[config.mk]
export PLATFORM = sky130hd
export DESIGN_NAME = axi_stream_sync_fifo
export DESIGN_NICKNAME = d
export VERILOG_FILES = /design/src/rtl/axi_stream_sync_fifo.sv
export SDC_FILE = /design/constraint.sdc
export NUM_CORES = 1
export LEC_CHECK = 0
export ABC_CLOCK_PERIOD_IN_PS = 5700
export BUFFER_PORTS_ARGS = -buffer_cell sky130_fd_sc_hd__buf_4
export CORE_ASPECT_RATIO = 1.1
export CORE_MARGIN = 2
export CORE_UTILIZATION = 55
export CTS_BUF_LIST = sky130_fd_sc_hd__clkbuf_16
export DETAILED_ROUTE_END_ITERATION = 10
export HOLD_SLACK_MARGIN = 0.05
export PLACE_DENSITY = 0.7
export SLEW_MARGIN = 20
export SYNTH_ARGS = -nofsm -noshare
export SYNTH_HDL_FRONTEND = slang
export SYNTH_SLANG_ARGS = --single-unit
[constraint.sdc]
create_clock -name clk -period 5.7 [get_ports clk]
set_input_delay 0 -clock clk [delete_from_list [all_inputs] [get_ports clk]]
set_output_delay 0 -clock clk [all_outputs]
set_load 0.1 [all_outputs]
[src/rtl/axi_stream_sync_fifo.sv]
// axi_stream_sync_fifo: single-clock AXI4-Stream FIFO carrying a complete beat
// (TDATA, TSTRB, TKEEP, TLAST, TID, TDEST, TUSER) from slave to master side.
// The head beat lives in a dedicated output register. Because of that, every
// master-side output is a flop, and the payload holds still while stalled.
// Optional build macro: AXIS_FIFO_PACKET_MODE_EN. When it is defined, the
// master side only presents beats once a complete packet is stored. A release
// mode also drains a full FIFO that holds no packet end.
module axi_stream_sync_fifo #(
  parameter int byte_width = 4,
  parameter int id_width   = 1,
  parameter int dest_width = 1,
  parameter int user_width = 1,
  parameter int depth_log2 = 4
) (
  input  logic                    clk,
  input  logic                    resetn,
  input  logic                    s_tvalid,
  output logic                    s_tready,
  input  logic [8*byte_width-1:0] s_tdata,
  input  logic [byte_width-1:0]   s_tstrb,
  input  logic [byte_width-1:0]   s_tkeep,
  input  logic                    s_tlast,
  input  logic [id_width-1:0]     s_tid,
  input  logic [dest_width-1:0]   s_tdest,
  input  logic [user_width-1:0]   s_tuser,
  output logic                    m_tvalid,
  input  logic                    m_tready,
  output logic [8*byte_width-1:0] m_tdata,
  output logic [byte_width-1:0]   m_tstrb,
  output logic [byte_width-1:0]   m_tkeep,
  output logic                    m_tlast,
  output logic [id_width-1:0]     m_tid,
  output logic [dest_width-1:0]   m_tdest,
  output logic [user_width-1:0]   m_tuser,
  output logic [depth_log2:0]     level
);

  localparam int Depth = 1 << depth_log2;
  localparam int LvlW  = depth_log2 + 1;
  localparam int BeatW = 8*byte_width + 2*byte_width + 1 + id_width + dest_width + user_width;
  localparam logic [LvlW-1:0] Full = {1'b1, {depth_log2{1'b0}}};
  localparam logic [LvlW-1:0] Empty = {LvlW{1'b0}};

  logic [BeatW-1:0]      mem_q [Depth];
  logic [depth_log2-1:0] wr_ptr_q, wr_ptr_d;
  logic [depth_log2-1:0] rd_ptr_q, rd_ptr_d;
  logic [LvlW-1:0]       level_q, level_d;
  logic [BeatW-1:0]      out_q, out_d;
  logic                  s_tready_q, s_tready_d;
  logic                  m_tvalid_q, m_tvalid_d;
  logic [BeatW-1:0]      in_beat_s;
  logic                  push_s, pop_s;
`ifdef AXIS_FIFO_PACKET_MODE_EN
  logic [LvlW-1:0]       pkt_q, pkt_d;
  logic                  rel_q, rel_d;
`endif

  // Strobes are masked with keep on entry so the master never shows strb without keep.
  assign in_beat_s = {s_tdata, s_tstrb & s_tkeep, s_tkeep, s_tlast, s_tid, s_tdest, s_tuser};
  assign {m_tdata, m_tstrb, m_tkeep, m_tlast, m_tid, m_tdest, m_tuser} = out_q;
  assign push_s   = s_tvalid && s_tready_q;
  assign pop_s    = m_tvalid_q && m_tready;
  assign s_tready = s_tready_q;
  assign m_tvalid = m_tvalid_q;
  assign level    = level_q;

  // Next-state for pointers, occupancy, head register and handshake flags.
  always_comb begin
    wr_ptr_d = push_s ? (wr_ptr_q + depth_log2'(1)) : wr_ptr_q;
    rd_ptr_d = pop_s  ? (rd_ptr_q + depth_log2'(1)) : rd_ptr_q;

    case ({push_s, pop_s})
      2'b10:   level_d = level_q + LvlW'(1);
      2'b01:   level_d = level_q - LvlW'(1);
      default: level_d = level_q;
    endcase

    // The head is reloaded only when it is consumed or when the FIFO was empty.
    // A beat being written into the new head slot bypasses the memory.
    out_d = out_q;
    if (pop_s || (level_q == Empty)) begin
      if (push_s && (rd_ptr_d == wr_ptr_q)) begin
        out_d = in_beat_s;
      end else if (level_d != Empty) begin
        out_d = mem_q[rd_ptr_d];
      end else begin
        out_d = out_q;
      end
    end else begin
      out_d = out_q;
    end

    s_tready_d = (level_d != Full);

`ifdef AXIS_FIFO_PACKET_MODE_EN
    case ({push_s && s_tlast, pop_s && m_tlast})
      2'b10:   pkt_d = pkt_q + LvlW'(1);
      2'b01:   pkt_d = pkt_q - LvlW'(1);
      default: pkt_d = pkt_q;
    endcase
    // A full FIFO that holds no packet end would deadlock. In that case, drain
    // it cut-through until a beat with TLAST leaves.
    rel_d = (rel_q && !(pop_s && m_tlast)) || ((level_d == Full) && (pkt_d == Empty));
    m_tvalid_d = (level_d != Empty) && ((pkt_d != Empty) || rel_d);
`else
    m_tvalid_d = (level_d != Empty);
`endif
  end

  // Beat storage; contents need no reset because the pointers define validity.
  always_ff @(posedge clk) begin
    if (push_s) begin
      mem_q[wr_ptr_q] <= in_beat_s;
    end
  end

  // Control and output registers, cleared immediately on reset assertion.
  always_ff @(posedge clk or negedge resetn) begin
    if (!resetn) begin
      wr_ptr_q   <= {depth_log2{1'b0}};
      rd_ptr_q   <= {depth_log2{1'b0}};
      level_q    <= Empty;
      out_q      <= {BeatW{1'b0}};
      s_tready_q <= 1'b0;
      m_tvalid_q <= 1'b0;
`ifdef AXIS_FIFO_PACKET_MODE_EN
      pkt_q      <= Empty;
      rel_q      <= 1'b0;
`endif
    end else begin
      wr_ptr_q   <= wr_ptr_d;
      rd_ptr_q   <= rd_ptr_d;
      level_q    <= level_d;
      out_q      <= out_d;
      s_tready_q <= s_tready_d;
      m_tvalid_q <= m_tvalid_d;
`ifdef AXIS_FIFO_PACKET_MODE_EN
      pkt_q      <= pkt_d;
      rel_q      <= rel_d;
`endif
    end
  end

endmodule
; ---- Word-level counts from Yosys, hierarchy flattened
; Memory sizes are Yosys's and may differ from the RTL's. A register that Yosys moved wholly into a read port is not among the register bits.
; Cells that the tools add are included.
; W data, S select, Z words.
[word_totals]
memories = 1
output_inout_bits = 51
ram_bits = 704
ff_bits = 15
word_cells = 28
[op_classes]
bitwise = 1
reduce_logical = 9
eq_ne = 4
n_addsub = 4
mux = 4
[mem_list]
columns = memory, depth, width, read_ports, rd_ports_with_merged_regs, write_ports, line_no
row1 = mem_q, 16, 44, 1, 1, 1, 44  ; logic [BeatW-1:0] mem_q [Depth];
[op_table]
columns = op, n
row1 = $pmux W5 S2, 1
row2 = $add A4 B1 Y4 const B, 2
row3 = $add A5 B1 Y5 const B, 1
row4 = $logic_not A5 Y1, 1
row5 = $ne A5 B5 Y1 const B, 1
row6 = $reduce_bool A5 Y1, 1
row7 = $sub A5 B1 Y5 const B, 1
row8 = $and A4 B4 Y4, 1
row9 = $eq A4 B4 Y1, 1
row10 = $mux W4, 1
row11 = $logic_and A1 B1 Y1, 3
row12 = $eq A2 B1 Y1 const B, 1
row13 = $eq A2 B2 Y1 const B, 1
row14 = $mux W1, 2
row15 = $reduce_and A2 Y1, 1
row16 = $reduce_bool A2 Y1, 1
row17 = $logic_not A1 Y1, 1
row18 = $logic_or A1 B1 Y1, 1

; ---- Depth between registers and ports, before layout
; Gate-level depths: netlist of run 1.
[logic_depth]
word_depth = 6
depth_mapped = 18
mapped_depth_nobuf = 13

; ---- Worst setup path before layout of run 1
; Ideal clock, no wire load.
[synth_path]
kind = flip-flop to flip-flop
from = register s_tready_q, in the netlist s_tready
to = memory mem_q[3][0] in the netlist's numbering, enable pin
t_required_ns = 5.200
t_arrival_ns = 4.583
stages_incl_launch_ff = 5
slack_ns = 0.617
cell_sequence = dfrtp_1 and2_1 clkbuf_1 nand2_1 nor3_1
[synth_via]
elab_chain_cells = 3
[synth_rtl]
columns = item, line_no
row1 = "start, declared", 49  ; logic s_tready_q, s_tready_d;
row2 = "start signal, assigned", 135  ; s_tready_q <= s_tready_d;
row3 = $logic_and A1 B1 Y1, 61  ; assign push_s = s_tvalid && s_tready_q;
row4 = $mux W1, 112  ; if (push_s) begin
row5 = $mux W1 (implied by the code), 113  ; mem_q[wr_ptr_q] <= in_beat_s;
row6 = "end, declared", 44
; No other way between the ends.

; ---- Worst setup path in the final report of run 1
[layout_path]
from = register m_tvalid_q, in the netlist m_tvalid
to = register out_q[24], read port of mem_q
[layout_via]
elab_chain_cells = 6
[layout_rtl]
columns = item, line_no
row1 = "start, declared", 50  ; logic m_tvalid_q, m_tvalid_d;
row2 = "start signal, assigned", 136  ; m_tvalid_q <= m_tvalid_d;
row3 = $logic_and A1 B1 Y1 (*), 62  ; assign pop_s = m_tvalid_q && m_tready;
row4 = $eq A2 B1 Y1 or $eq A2 B2 Y1 (tied branches), 72  ; case ({push_s, pop_s})
row5 = $pmux W5 S2 (*), 72
row6 = $reduce_bool A5 Y1 (*), -
row7 = via m_tvalid_d, 50
row8 = $reduce_bool A2 Y1 (no line) (*), -
row9 = $reduce_and A2 Y1 (no line) (*), -
row10 = "end, declared", 48  ; logic [BeatW-1:0] out_q, out_d;
; Mark *: on every way through the listed nets, which the timed path passes. The rest lies on a longest branch.
; A chain may end at the register's enable or synchronous reset.

==> impl_metrics.py, run 1 <==
metrics = {
    "route": {
        "drt_iter0_drc": 3734,
        "routed_wl_um": 112000,
        "drc": 0,
        "drtAntennaViolNets": 0,
        "routedWlPerCell_um": 28.6,
        "num_vias": 27800,
        "first_pass_iters": 8,
        "drt-vias-per-instance": 7.11,
    },
    "clock_network": {
        "clock_sinks": 763,
        "clk_pin_slew_ns": 0.06,
        "cts_buffers": 79,
        "clk_path_buf_depth": 3,
        "insertion_delay_ns": 0.64,
        "cts_max_level": 3,
        "cts-resized-gates": 0,
        "cts_tree": "done",
        "root_buffer": "clkbuf_16",
    },
    "yosys": {
        "synth.net_count": 3038,
        "synth_mux_area_frac": 0.0568,
        "synth_adder_area_share": 0.00272,
        "synth_top_family_by_area": "compound AO/OA/AOI/OAI gates",
        "avgSynthCellArea_um2": 12.3,
        "ys_seq_area_frac": 0.615,
        "yosysWarnings": 0,
        "synthCells": 2982,
        "synth_edf_count": 704,
        "synth_xor_area_frac": 0.00391,
        "syn_area_mm2": 0.0368,
        "synth-compound-area-share": 0.193,
        "ys_ff_latch": 763,
        "ys.flop_type": "edfxtp_1",
        "synth-simple-area-share": 0.0909,
        "synthArstFlopShare": 0.0773,
        "synthDistinctLibCells": 82,
    },
    "pwr": {
        "power_density_mw_per_mm2": 606,
        "fin_total_pwr_mw": 24.9,
        "peakVddDrop_uv": 443,
        "p_leak_nw": 13.6,
    },
    "finish": {
        "multi_input_area_mm2": 0.0129,
        "fillers": 4974,
        "regArea_mm2": 0.0226,
        "nets": 3038,
        "final_layout_size_suffix_gt1_frac": 0.133,
        "areaGrowthSynthToFinish_pct": 11.8,
    },
    "floorplanning": {
        "die_h_um": 275,
        "start_util": 0.555,
        "dieArea_mm2": 0.0690,
        "io_pins": 99,
        "fp.dieW_um": 251,
        "coreArea_mm2": 0.0663,
        "num_rows": 99,
    },
    "placed_design": {
        "port_buffers": 98,
        "place_hpwl_um": 59400,
        "routabilityCongestion": 0.831,
    },
    "timing": {
        "rsz0062_at_grt": "false",
        "hold_viol": 0,
        "fin_skew_ns": 0.0275,
        "max_slew.worst_pin.slew_ns": 1.13,
        "slew_headroom": 0.241,
        "timing.fmax_mhz": 220,
        "period_share": 0.797,
        "holdWs_ns": 0.0779,
        "period_minus_slack_ns": 4.54,
        "fin_tns_setup_ns": 0,
        "slew_violations": 0,
        "finalSetupViolations": 0,
    },
    "setup_path": {
        "cp_data_arrival_time_ns": 5.06,
        "end_kind": "flop",
        "critPathBufInv": 3,
        "critPathMaxFanout": 55,
        "critPathKind": "flop to flop",
        "crit_family": "buffers and inverters",
        "crit_path_start_kind": "flop",
        "cp_data_required_time_ns": 6.22,
        "critical_path.most_common_cell": "ha_1",
        "cp_slowest_cell": "dfrtp_2",
        "cp_slowest_stage_delay_ns": 0.66,
        "crit_chain": "nand2_4, inv_8, ha_1, xor2_1, ha_1, nor3b_1, o32ai_2, xnor2_1, o211a_4, clkinv_2, o21ai_4, buf_4, mux2_2",
    },
    "global_routing": {
        "grt_max_degree": 184,
        "grt_pass1_vias": 27125,
        "grt_pass1_wl_um": 166000,
        "overflow": 0,
        "track_usage": 0.319,
        "antenna_found_initial": 4,
    },
    "outcome": {
        "outcome": "finished, final reports clean",
    },
    "min_path": {
        "hp-class": "input pin to flop",
    },
    "job": {
        "drv_cap": 0,
    },
}
-- flip-flops by register name (all words and copies together) (netlist names) --
| signal | count |
|---|---|
| mem_q | 704 |
| out_q | 44 |
| level | 5 |
| rd_ptr_q | 4 |
| wr_ptr_q | 4 |
| m_tvalid | 1 |
| s_tready | 1 |
-- layout by cell type (no fill, tap or decap), types with 58 or more instances in the layout --
master	instances
edfxtp_1	704
o21ai_0	168
nand2_1	126
buf_4	159
nor2_1	212
mux2i_1	131
nor3_1	129
a211oi_1	79
a221oi_1	58
a21oi_1	157
a31oi_1	97
nand2b_1	80
clkbuf_16	82
o211ai_1	85
-- synthesized netlist by cell type, drive strengths merged (15+ instances only) --
master	number	area share
mux2i	131	0.036
nor3	134	0.018
clkbuf	123	0.013
a211o	29	0.0069
mux4	24	0.015
o21ai	182	0.025
a221o	29	0.0079
nand2b	80	0.014
dfrtp	59	0.040
a211oi	79	0.016
edfxtp	704	0.57
a221oi	58	0.014
o221ai	27	0.0064
nor2	229	0.024
nand3	45	0.0063
o31ai	49	0.010
nand2	128	0.013
o211ai	85	0.017
o2111ai	35	0.0083
a21oi	159	0.022
a22oi	24	0.0049
a32oi	17	0.0040
o22ai	24	0.0043
a31o	15	0.0036
o221a	15	0.0046
mux2	21	0.0064
buf	172	0.024
a31oi	97	0.016
nor2b	35	0.0060
-- routing by layer --
metal / GRT usage / routed length [um]
met1: 0.410 / 41600
met2: 0.527 / 54000
met3: 0.0516 / 10800
met4: 0.166 / 5520
met5: 0 / 0
-- cells by family after synthesis --
logic type               after synthesis
XOR/XNOR                              14
buffers and inverters                310
flip-flops                           763
AND/OR/NAND/NOR                      703
adder cells (fa/ha/maj)                8
AO/OA/AOI/OAI                       1008
multiplexers                         176
-- final timing paths --
path | startpoint | to | slack [ns] | cells past startpoint
min in group asynchronous | resetn | out_q[41] | 0.24 | 3
min | s_tstrb[2] | mem_q[0][10] | 0.08 | 2
min reg2reg | out_q[22] | out_q[22] | 0.51 | 2
max in group asynchronous | resetn | rd_ptr_q[1] | 4.70 | 3
max reg2reg | m_tvalid | out_q[24] | 1.16 | 13
max | m_tvalid | out_q[24] | 1.16 | 13
-- per-stage QoR --
stage / std cells / instance area (um^2) / setup slack [ns] / util
6_report: 3908 / 41100 / 1.16 / 0.621
5_1_grt: 3908 / 41100 / 0.946 / 0.621
4_1_cts: 3905 / 41100 / 1.18 / 0.620
3_5_place_dp: 3714 / 38100 / 1.17 / 0.575
3_3_place_gp: 3711 / 38000 / 1.36 / 0.574
2_1_floorplan: 2982 / 36800 / 0.617 / -
-- power by group --
| part | total [mW] | switching (mW) | internal (mW) |
|---|---|---|---|
| Sequential | 7.49 | 0.606 | 6.88 |
| Combinational | 12.3 | 8.32 | 3.95 |
| Clock | 5.14 | 2.18 | 2.96 |
-- area by class of cell --
| cell class | instances | area share |
|---|---|---|
| clock inverter | 65 | 0.0121 |
| clock buffer | 82 | 0.0499 |
| antenna | 2 | 0.000122 |
| timing repair buffer | 214 | 0.0456 |
| tap | 858 | 0.0261 |
| inverter | 15 | 0.00183 |
| sequential | 763 | 0.550 |
| multi-input combinational | 1909 | 0.314 |
-- timing repair --
item | in CTS | in global routing
hold buffers | 44 | 0
hold endpoints to repair | 743 | 0
buffers inserted | 0 | 0
No activity file was read; power rests on OpenSTA's default activity.
==> run 2, diff against run 1 <==
Settings changed: ABC_AREA set to 1, ABC_CLOCK_PERIOD_IN_PS 5700 to 3700, PLACE_DENSITY 0.7 to 0.73.
Clock period 5.7 ns to 3.7 ns, I/O delays scaled along.
==> run 2 against run 1 <==
Register-to-register slack got worse by 0.77 ns. Non-clock buffer count fell by 15. Wire length fell by 18%. Largest cell class unchanged. Utilization rose by 1.1 points. Via count fell by 12%. First-iteration DRC count fell by 21%. Area after synthesis fell by 7.4%. Critical path depth rose by 5. Design area fell by 5.9%.
==> impl_metrics.py, run 2 <==
metrics = {
    "timing": {
        "slew_violations": 0,
        "period_share": 0.896,
        "fin_tns_setup_ns": 0,
        "period_minus_slack_ns": 3.32,
        "hold_viol": 0,
        "timing.final.ws_setup_ns": 0.385,
        "timing.fmax_mhz": 302,
        "rsz0062_at_grt": "false",
        "finalSetupViolations": 0,
        "max_slew.worst_pin.slew_ns": 1.13,
        "fin_skew_ns": 0.0226,
        "slew_headroom": 0.249,
    },
    "global_routing": {
        "met1_usage": 0.391,
        "grtUsageMet3": 0.0415,
        "overflow": 0,
        "track_usage": 0.289,
        "grt_pass1_vias": 24036,
        "antenna_found_initial": 2,
        "grtUsageMet2": 0.469,
        "grt_max_degree": 216,
        "busiest_layer": "met2",
        "grt_pass1_wl_um": 139000,
    },
    "job": {
        "drv_cap": 0,
    },
    "placed_design": {
        "port_buffers": 98,
        "post-place-ws_ns": 0.470,
        "routabilityCongestion": 0.807,
        "place_hpwl_um": 44300,
    },
    "setup_path": {
        "critPathMaxFanout": 44,
        "critPathKind": "flop to flop",
        "cp_data_required_time_ns": 4.26,
        "r2r_cells": 18,
        "crit_path_start_kind": "flop",
        "cp_data_arrival_time_ns": 3.87,
        "endpoint": "out_q[22]",
        "end_kind": "flop",
        "r2r-end": "out_q[22]",
        "reg2reg_from": "m_tvalid",
        "r2r_slack_ns": 0.38,
        "setup.worst_path.start": "m_tvalid",
    },
    "yosys": {
        "ys_ff_latch": 763,
        "synthDistinctLibCells": 31,
        "synthCells": 3194,
        "synth_edf_count": 704,
        "ys_seq_area_frac": 0.664,
        "synth.top_cell.area_share": 0.621,
        "synth_common_cells": "nand3_1 (800), edfxtp_1 (704), nand2_1 (626), inv_1 (463), nand3b_1 (266)",
        "yosysWarnings": 0,
        "synthArstFlopShare": 0.0773,
        "yosysMostFrequentCell": "nand3_1",
        "avgSynthCellArea_um2": 10.7,
        "synth.net_count": 3250,
        "syn_area_mm2": 0.0341,
        "synth_area_leader_cell": "edfxtp_1",
        "ys.flop_type": "edfxtp_1",
        "ys_top_cells_by_area": "edfxtp_1 (62%), nand3_1 (12%), nand2_1 (6.9%)",
    },
    "floorplanning": {
        "coreArea_mm2": 0.0612,
        "io_pins": 99,
        "die_h_um": 265,
        "dieArea_mm2": 0.0639,
        "num_rows": 95,
        "fp.dieW_um": 241,
        "start_util": 0.556,
    },
    "pwr": {
        "fin_total_pwr_mw": 32.5,
        "p_leak_nw": 15.8,
        "peakVddDrop_uv": 817,
        "power_density_mw_per_mm2": 842,
    },
    "route": {
        "drt_iter0_drc": 2953,
        "drc": 0,
        "routedWlPerCell_um": 22.0,
        "routed_wl_um": 91200,
        "drtAntennaViolNets": 0,
        "drt-vias-per-instance": 5.88,
        "num_vias": 24408,
        "first_pass_iters": 6,
    },
    "clock_network": {
        "cts_tree": "done",
        "clock_sinks": 763,
        "cts_max_level": 3,
        "cts-resized-gates": 0,
        "postCtsSetupBuffers": 0,
        "clk_pin_slew_ns": 0.06,
        "root_buffer": "clkbuf_16",
        "cts_buffers": 76,
        "hold_buffers": 45,
        "insertion_delay_ns": 0.65,
        "clk_path_buf_depth": 3,
    },
    "finish": {
        "areaGrowthSynthToFinish_pct": 13.6,
        "final_common_cell": "nand3_1",
        "top_register": "mem_q",
        "largest_reg_flops": 704,
        "final_util": 0.632,
        "nets": 3320,
        "final_layout_size_suffix_gt1_frac": 0.0910,
        "final_cell_mix": "nand3_1 (799), edfxtp_1 (704), nand2_1 (622), inv_1 (480), nand3b_1 (266)",
    },
    "min_path": {
        "hp-class": "input pin to async pin",
    },
    "outcome": {
        "outcome": "finished, final reports clean",
    },
}
## run 2: cells by family (layout without fill, tap and decap cells)
kind of cell             count (synthesis)  in the layout  synth area share
AND/OR/NAND/NOR                       1732           1732             0.251
XOR/XNOR                                 5              5           0.00129
flip-flops                             763            763             0.664
adder cells (fa/ha/maj)                  8              8           0.00294
AO/OA/AOI/OAI                           11             11           0.00231
buffers and inverters                  675            809            0.0782
other                                    0              1                 0
## run 2: worst max-delay path: stages (launching register included)
cell and delay (ns):
dfrtp_1 0.42, nand2_2 0.18, inv_2 0.16, ha_1 0.33
nand2_1 0.10, inv_1 0.10, nor2_1 0.06, ha_1 0.17
inv_1 0.07, nand2_1 0.09, nand3_1 0.12, nand2_1 0.06
nand2_1 0.05, nand2_1 0.06, a21boi_1 0.26, nand3_2 0.15
nand2_4 0.56, nand2_1 0.13, nand2_1 0.12
## run 2: per-stage QoR
step                      cells  hold slack (ns)  instance area (um^2)
after floorplan            3194           -0.296                 34100
after global placement     3965            0.194                 35800
after detailed placement   3965            0.214                 35800
after CTS                  4152           0.0562                 38700
after global routing       4153            0.133                 38700
final                      4153           0.0727                 38700
## run 2: how the worst min path moves through the flow
stage	startpoint	depth (start not counted)	endpoint	slack (ns)
5_1_grt	s_tstrb[1]	3	mem_q[11][9]	0.13
3_5_place_dp	resetn	1	out_q[3]	0.21
6_report	resetn	2	out_q[3]	0.07
4_1_cts	s_tstrb[1]	3	mem_q[10][9]	0.06
2_1_floorplan	resetn	0	level[0]	-0.30
3_3_place_gp	resetn	1	out_q[3]	0.19
## run 2: cell type report
type | count | area (um^2)
Antenna cell | 1 | 2.50
Clock buffer | 76 | 1900
Clock inverter | 66 | 572
Fill cell | 4662 | 22500
Inverter | 468 | 1760
Multi-Input combinational cell | 1756 | 8960
Sequential cell | 763 | 22600
Tap cell | 824 | 1030
Timing Repair Buffer | 199 | 1830
## run 2: power by group
| part | total (mW) | switching, mW | internal [mW] |
|---|---|---|---|
| sequential | 11.0 | 0.481 | 10.6 |
| combinational | 13.8 | 10.2 | 3.63 |
| clock | 7.67 | 3.33 | 4.34 |
## run 2: routing by layer
| metal | wire length, um | vias to the layer above |
|---|---|---|
| met5 | 17 | - |
| met4 | 3450 | 2 |
| met3 | 8590 | 242 |
| met2 | 43900 | 1373 |
| met1 | 35300 | 11821 |
| li1 | - | 10970 |
